**src/rtl/isa_mem_pkg.sv**
```systemverilog
// Shared types and constants for the pixel-window cache fill path.
package isa_mem_pkg;
  typedef enum logic [1:0] {IDLE, REQ, WR, DONE} loader_state_t;
  typedef enum logic {FULL, REFILL} load_mode_t;

  localparam int CACHE_ROWS  = 3;
  localparam int CACHE_COLS  = 4;
  localparam int CACHE_DEPTH = 16;
  localparam int REFILL_COL0 = 2;
endpackage

```
**src/rtl/image_cache_loader_if.sv**
```systemverilog
// Control, image-memory read and cache-write signals of the window loader.
interface image_cache_loader_if #(
  parameter int BUS    = 24,
  parameter int ADDR_W = 16
);
  logic              start;
  logic              refill;
  logic [ADDR_W-1:0] base_addr;
  logic [ADDR_W-1:0] row_stride;
  logic              mem_req;
  logic [ADDR_W-1:0] mem_addr;
  logic              mem_ack;
  logic [BUS-1:0]    mem_rdata;
  logic              cache_we;
  logic [4:0]        cache_pos;
  logic [BUS-1:0]    cache_din;
  logic              busy;
  logic              done;

  modport master (
    input  start, refill, base_addr, row_stride, mem_ack, mem_rdata,
    output mem_req, mem_addr, cache_we, cache_pos, cache_din, busy, done
  );
  modport slave (
    output start, refill, base_addr, row_stride, mem_ack, mem_rdata,
    input  mem_req, mem_addr, cache_we, cache_pos, cache_din, busy, done
  );
endinterface

```
**src/rtl/image_cache_loader.sv**
```systemverilog
// Fill engine: walks a ROWS x COLS pixel window row-major, one read and one
// cache write per pixel; REFILL mode only reloads the rightmost two columns.
module image_cache_loader
  import isa_mem_pkg::*;
#(
  parameter int BUS    = 24,
  parameter int ADDR_W = 16
) (
  input  logic clk,
  input  logic rst,
  image_cache_loader_if.master bus
);
  loader_state_t     state, state_n;
  load_mode_t        mode;
  logic [2:0]        col;
  logic [1:0]        row;
  logic [4:0]        row_pos;
  logic [ADDR_W-1:0] row_base;
  logic [ADDR_W-1:0] stride;
  logic [4:0]        pos_q;
  logic [BUS-1:0]    din_q;
  logic [2:0]        col0;
  logic              last_col;
  logic              last_pix;

  assign col0     = (mode == REFILL) ? 3'(REFILL_COL0) : 3'd0;
  assign last_col = (col == 3'(CACHE_COLS - 1));
  assign last_pix = last_col && (row == 2'(CACHE_ROWS - 1));

  always_ff @(posedge clk or negedge rst) begin
    if (!rst) state <= IDLE;
    else      state <= state_n;
  end

  always_comb begin
    state_n = state;
    case (state)
      IDLE:    if (bus.start)   state_n = REQ;
      REQ:     if (bus.mem_ack) state_n = WR;
      WR:      state_n = last_pix ? DONE : REQ;
      DONE:    state_n = IDLE;
      default: state_n = IDLE;
    endcase
  end

  // Position/address generator: row_base and row_pos advance by addition only.
  always_ff @(posedge clk or negedge rst) begin
    if (!rst) begin
      mode     <= FULL;
      col      <= '0;
      row      <= '0;
      row_pos  <= '0;
      row_base <= '0;
      stride   <= '0;
      pos_q    <= '0;
      din_q    <= '0;
    end else begin
      case (state)
        IDLE: if (bus.start) begin
          mode     <= bus.refill ? REFILL : FULL;
          col      <= bus.refill ? 3'(REFILL_COL0) : 3'd0;
          row      <= '0;
          row_pos  <= '0;
          row_base <= bus.base_addr;
          stride   <= bus.row_stride;
        end
        REQ: if (bus.mem_ack) begin
          din_q <= bus.mem_rdata;
          pos_q <= row_pos + 5'(col);
        end
        WR: if (last_col) begin
          col      <= col0;
          row      <= row + 2'd1;
          row_pos  <= row_pos + 5'(CACHE_COLS);
          row_base <= row_base + stride;
        end else begin
          col <= col + 3'd1;
        end
        default: ;
      endcase
    end
  end

  assign bus.mem_req   = (state == REQ);
  assign bus.mem_addr  = (state == REQ) ? row_base + ADDR_W'(col) : '0;
  assign bus.cache_we  = (state == WR);
  assign bus.cache_pos = pos_q;
  assign bus.cache_din = din_q;
  assign bus.busy      = (state != IDLE);
  assign bus.done      = (state == DONE);
endmodule
```
**src/flat_wrapper.sv**
```systemverilog
// flat-port wrapper written by rule: the top's interface ports become plain ports
module image_cache_loader_flat import isa_mem_pkg::*;
#(
  parameter int BUS    = 24,
  parameter int ADDR_W = 16
)
  (clk, rst, bus_start, bus_refill, bus_base_addr, bus_row_stride, bus_mem_ack, bus_mem_rdata, bus_mem_req, bus_mem_addr, bus_cache_we, bus_cache_pos, bus_cache_din, bus_busy, bus_done);
  image_cache_loader_if #(.BUS(BUS), .ADDR_W(ADDR_W)) bus_i ();
  input  logic clk;
  input  logic rst;
  input wire logic [$bits(bus_i.start)-1:0] bus_start;
  input wire logic [$bits(bus_i.refill)-1:0] bus_refill;
  input wire logic [$bits(bus_i.base_addr)-1:0] bus_base_addr;
  input wire logic [$bits(bus_i.row_stride)-1:0] bus_row_stride;
  input wire logic [$bits(bus_i.mem_ack)-1:0] bus_mem_ack;
  input wire logic [$bits(bus_i.mem_rdata)-1:0] bus_mem_rdata;
  output wire logic [$bits(bus_i.mem_req)-1:0] bus_mem_req;
  output wire logic [$bits(bus_i.mem_addr)-1:0] bus_mem_addr;
  output wire logic [$bits(bus_i.cache_we)-1:0] bus_cache_we;
  output wire logic [$bits(bus_i.cache_pos)-1:0] bus_cache_pos;
  output wire logic [$bits(bus_i.cache_din)-1:0] bus_cache_din;
  output wire logic [$bits(bus_i.busy)-1:0] bus_busy;
  output wire logic [$bits(bus_i.done)-1:0] bus_done;
  assign bus_i.start = bus_start;
  assign bus_i.refill = bus_refill;
  assign bus_i.base_addr = bus_base_addr;
  assign bus_i.row_stride = bus_row_stride;
  assign bus_i.mem_ack = bus_mem_ack;
  assign bus_i.mem_rdata = bus_mem_rdata;
  assign bus_mem_req = bus_i.mem_req;
  assign bus_mem_addr = bus_i.mem_addr;
  assign bus_cache_we = bus_i.cache_we;
  assign bus_cache_pos = bus_i.cache_pos;
  assign bus_cache_din = bus_i.cache_din;
  assign bus_busy = bus_i.busy;
  assign bus_done = bus_i.done;
  image_cache_loader #(.BUS(BUS), .ADDR_W(ADDR_W)) u_core (.clk(clk), .rst(rst), .bus(bus_i));
endmodule
```
**config.mk**
```make
export PLATFORM = sky130hd
export DESIGN_NAME = image_cache_loader_flat
export DESIGN_NICKNAME = d
export VERILOG_FILES = /design/src/rtl/isa_mem_pkg.sv /design/src/rtl/image_cache_loader_if.sv /design/src/rtl/image_cache_loader.sv /design/src/flat_wrapper.sv
export SDC_FILE = /design/constraint.sdc
export NUM_CORES = 1
export LEC_CHECK = 0
export BUFFER_PORTS_ARGS = -buffer_cell sky130_fd_sc_hd__buf_2
export CAP_MARGIN = 10
export CORE_MARGIN = 5
export CORE_UTILIZATION = 40
export DETAILED_ROUTE_END_ITERATION = 8
export SLEW_MARGIN = 20
export SYNTH_ARGS = -nofsm -noshare
export SYNTH_HDL_FRONTEND = slang
export SYNTH_SLANG_ARGS = --single-unit
```
**constraint.sdc**
```tcl
create_clock -name clk -period 2.45 [get_ports clk]
set_input_delay 0.1225 -clock clk [delete_from_list [all_inputs] [get_ports clk]]
set_output_delay 0.1225 -clock clk [all_outputs]
set_load 0.1 [all_outputs]
```
==> summary.md <==
| Metric | Value |
|---|---|
| Status | `complete, but fails checks` |
| Violated checks | `negative setup slack` |
| Number of core rows | `36` |
| Hold endpoint | `u_core.bus.cache_din[15]$_DFFE_PN0P_` |
| Number of max-cap violations | `0` |
| Startpoint types | `register` |
| Via count | `3500` |
| CP cell instances | `ha_2 -> inv_2 -> fa_2 -> nor2b_4 -> o21ai_4 -> nor2_4 -> nand3_1 -> xor2_1 -> nor2_4 -> buf_12` |
| DR vias/cell | `5.051` |
| Arr. time, crit path | `between 2000 and 2500 ps` |
| Hold Path Class | `in2reg` |
| Tcrit/Tclk final | `100.8%` |
| Gr usage total | `18.24%` |
| Hold Crit Depth | `2` |
| Fraction of registers with async set/reset | `between 90% and 100%` |
| Critical Path End Type | `output pin` |
| Syn Inst Count | `slightly below 400` |
| H-tree levels | `3` |
| Fill cell count | `about 900` |
| Die Footprint | `about 12000 sq um` |
| Die X | `110.6 um` |
| Ports | `110` |
| Slowest cell delay on critical path | `around 380 ps` |
| Initial Utilization | `between 40% and 50%` |
| Vias in the first global route | `3569` |
| CTS clk-pin slew, worst paths | `80 ps` |
| Final ANT Viol Nets | `0` |
| EDFF count, synth | `0` |
| CTS Buffer Depth | `2` |
| Slew Limit Headroom | `around 37%` |
| Max frequency | `0.4050 GHz` |
| Routed wire per std cell | `16.00 um` |
| Hold_ws | `~11 ps` |
| Finished Core Util | `a little under 60%` |
| Cell area after synthesis | `4045 sq um` |
| CTS Buf Count | `9` |
| Prevailing post-synth register cell | `dfrtp_1` |
| GRT Residual Overflow | `0` |
| Seq/Total Area, Yosys | `44.54%` |
| Worst slew pin tran | `938.9 ps` |
| Setup WS post-layout | `-18.90 ps` |
| Diode count | `0` |
| CTS tree | `yes` |
| Worst setup path category | `reg2out` |
| Reg-to-reg startpoint | `u_core.row_base[0]$_DFFE_PN0P_` |
| Largest net degree at the start of global routing | `73` |
| Clock Latency Late Sink | `between 300 and 400 ps` |
| First-pass GRT wire length | `18220 um` |
| Root Buffer | `clkbuf_8` |
| Initial antenna violation count | `0` |
| Worst R2R Setup Slack | `approximately 90 ps` |
| FF-to-FF End | `u_core.row_base[12]$_DFFE_PN0P_` |
| Port buffer count | `~110` |
| Hpwl dp | `7702 um` |
| Nets | `around 640` |
| Syn_nets | `480` |
| Reg2reg path depth | `9` |
| Crit Path Max Fanout | `3` |
| Worst min-delay path startpoint | `bus_mem_rdata[15]` |
| DRT Pass-1 Iters | `5` |
| DRC violations left | `0` |
| Placed cells | `between 600 and 700` |
| Synth warn | `0` |
| Share of layout cells above drive strength 1 | `41.25%` |
| Flip-flop and latch count after synthesis | `just over 70` |
| Core ar. | `9819 sq um` |
| Syn Area/Cell | `~10 sq um` |
| # clock sinks | `72` |
| CP dominant cell by count | `nor2_4` |
| Layout Skew | `~9 ps` |
| Synthesis-to-finish area growth | `43.46%` |
| Setup Viol. Count Final | `2` |
| Die Y | `between 100 and 150 um` |
| Iteration-0 DRC Markers | `~190` |
| Worst EP required | `between 2000 and 2500 ps` |
| Non-filler instance count after layout | `between 600 and 700` |
| Crit path time final | `between 2000 and 2500 ps` |
| Crit-path slowest cell | `dfrtp_1` |
| Max-slew violations | `0` |
| GP Congestion | `around 0.9` |
| Final hold violation count | `0` |
| Yosys cell types | `47` |
| RSZ-0062 raised after global routing | `yes` |
| Routed WL | `around 11000 um` |
-- through the flow --
step                setup TNS [ps]  setup WS [ps]  cell area [sq um]
floorplan                   -47.74         -47.74               4098
CTS                         -18.16         -17.16               5669
global route                -533.4         -124.5               5803
detailed placement               0          13.52               5005
global placement                 0          87.07               5005
finish                      -34.79         -18.90               5803
-- timing repair --
| action | CTS | global route |
|---|---|---|
| hold buffers | 40 | 0 |
| endpoints found under the hold margin | 111 | 0 |
| cloned | 0 | 0 |
| pin swaps | 3 | 12 |
| buffers inserted | 3 | 5 |
| resized for setup | 9 | 22 |
| setup endpoints to repair | 10 | 12 |
-- per-layer routing --
metal	track usage, %	wire length [um]	vias to the layer above
met2	31.27	5701	81
met4	5.419	157	0
met3	3.611	449	12
met5	0	0	-
li1	-	-	1699
met1	23.26	4782	1708
-- sequential cells by signal, indices dropped and copies added (netlist names) --
register / cells
u_core.bus.cache_din: 24
u_core.row_base: 16
u_core.stride: 16
u_core.bus.cache_pos: 5
u_core.col: 3
u_core.row_pos: 3
u_core.row: 2
u_core.state: 2
u_core.mode: 1
-- cell families (layout without fill, tap and decap cells) --
family,count (synthesis),count (layout),share of synthesized area [%]
flip-flops,72,72,44.54
XOR/XNOR,31,31,6.712
adder cells (fa/ha/maj),25,25,8.104
buffers and inverters,24,190,2.536
AND/OR/NAND/NOR,116,116,13.05
AO/OA/AOI/OAI,80,80,12.50
multiplexers,45,45,12.47
other,1,1,0.09270
-- how the worst max path moves through the flow --
stage / slack, ps / depth (start not counted) / end / startpoint
3_3_place_gp: 90 / 8 / u_core.row_base[10]$_DFFE_PN0P_ / u_core.row_base[0]$_DFFE_PN0P_
5_1_grt: -120 / 10 / bus_mem_addr[12] / u_core.row_base[0]$_DFFE_PN0P_
4_1_cts: -20 / 10 / bus_mem_addr[12] / u_core.row_base[0]$_DFFE_PN0P_
2_1_floorplan: -50 / 4 / bus_mem_addr[1] / u_core.state[1]$_DFFE_PN0P_
3_5_place_dp: 10 / 8 / u_core.row_base[10]$_DFFE_PN0P_ / u_core.row_base[0]$_DFFE_PN0P_
6_report: -20 / 10 / bus_mem_addr[14] / u_core.row_base[0]$_DFFE_PN0P_
-- synthesized netlist by cell type (all sizes together), types with 6 or more instances --
master,n,share of area (%)
a21o,6,1.1
buf,12,1.4
o21ai,20,2.5
dfrtp,72,45
nand3,9,1.1
inv,8,0.74
xor2,18,3.9
nor2b,7,1.1
nand2,39,3.6
mux2,43,12
a21oi,28,3.5
o22ai,6,0.93
nor2,42,3.9
ha,23,7.1
xnor2,13,2.8
-- final cells by class --
cell class / instances / area [sq um] / share of cell area (%)
Inverter: 8 / 30.03 / 0.5175
Clock inverter: 6 / 92.59 / 1.596
Multi-Input combinational cell: 298 / 2305 / 39.72
Sequential cell: 72 / 1807 / 31.13
Clock buffer: 10 / 127.6 / 2.199
Timing Repair Buffer: 166 / 1275 / 21.97
Tap cell: 133 / 166.4 / 2.868
-- cell usage in the layout (no fill, tap or decap), types with 4 or more instances in the layout --
cell type | netlist | layout
buf_12 | 0 | 13
xnor2_1 | 13 | 11
buf_2 | 10 | 95
nor2b_1 | 7 | 4
a21o_1 | 6 | 6
xor2_1 | 18 | 17
nor2_4 | 0 | 5
clkbuf_8 | 0 | 9
dfrtp_1 | 72 | 68
a21oi_1 | 28 | 27
nor2_2 | 0 | 12
a31oi_1 | 4 | 4
dfrtp_2 | 0 | 4
o22ai_1 | 6 | 6
buf_4 | 0 | 17
dlygate4sd3_1 | 0 | 40
nand2_1 | 39 | 39
mux2_2 | 43 | 43
o21ai_0 | 19 | 17
ha_1 | 23 | 21
inv_1 | 7 | 6
nand3_1 | 9 | 8
nor2_1 | 42 | 25
-- worst max-delay path, delay by kind of cell (launching register included) --
| family | cells | cell delay [ps] |
|---|---|---|
| xor gates and xnor gates | 1 | 190 |
| and+or+nand+nor | 4 | 550 |
| AOI/OAI and AO/OA | 1 | 80 |
| DFF | 1 | 380 |
| adders and majority gates | 2 | 570 |
| buffers and inverters | 2 | 220 |
Power is not shown: default switching activity piles up to over one toggle a cycle in this logic, so the estimate is an artifact.
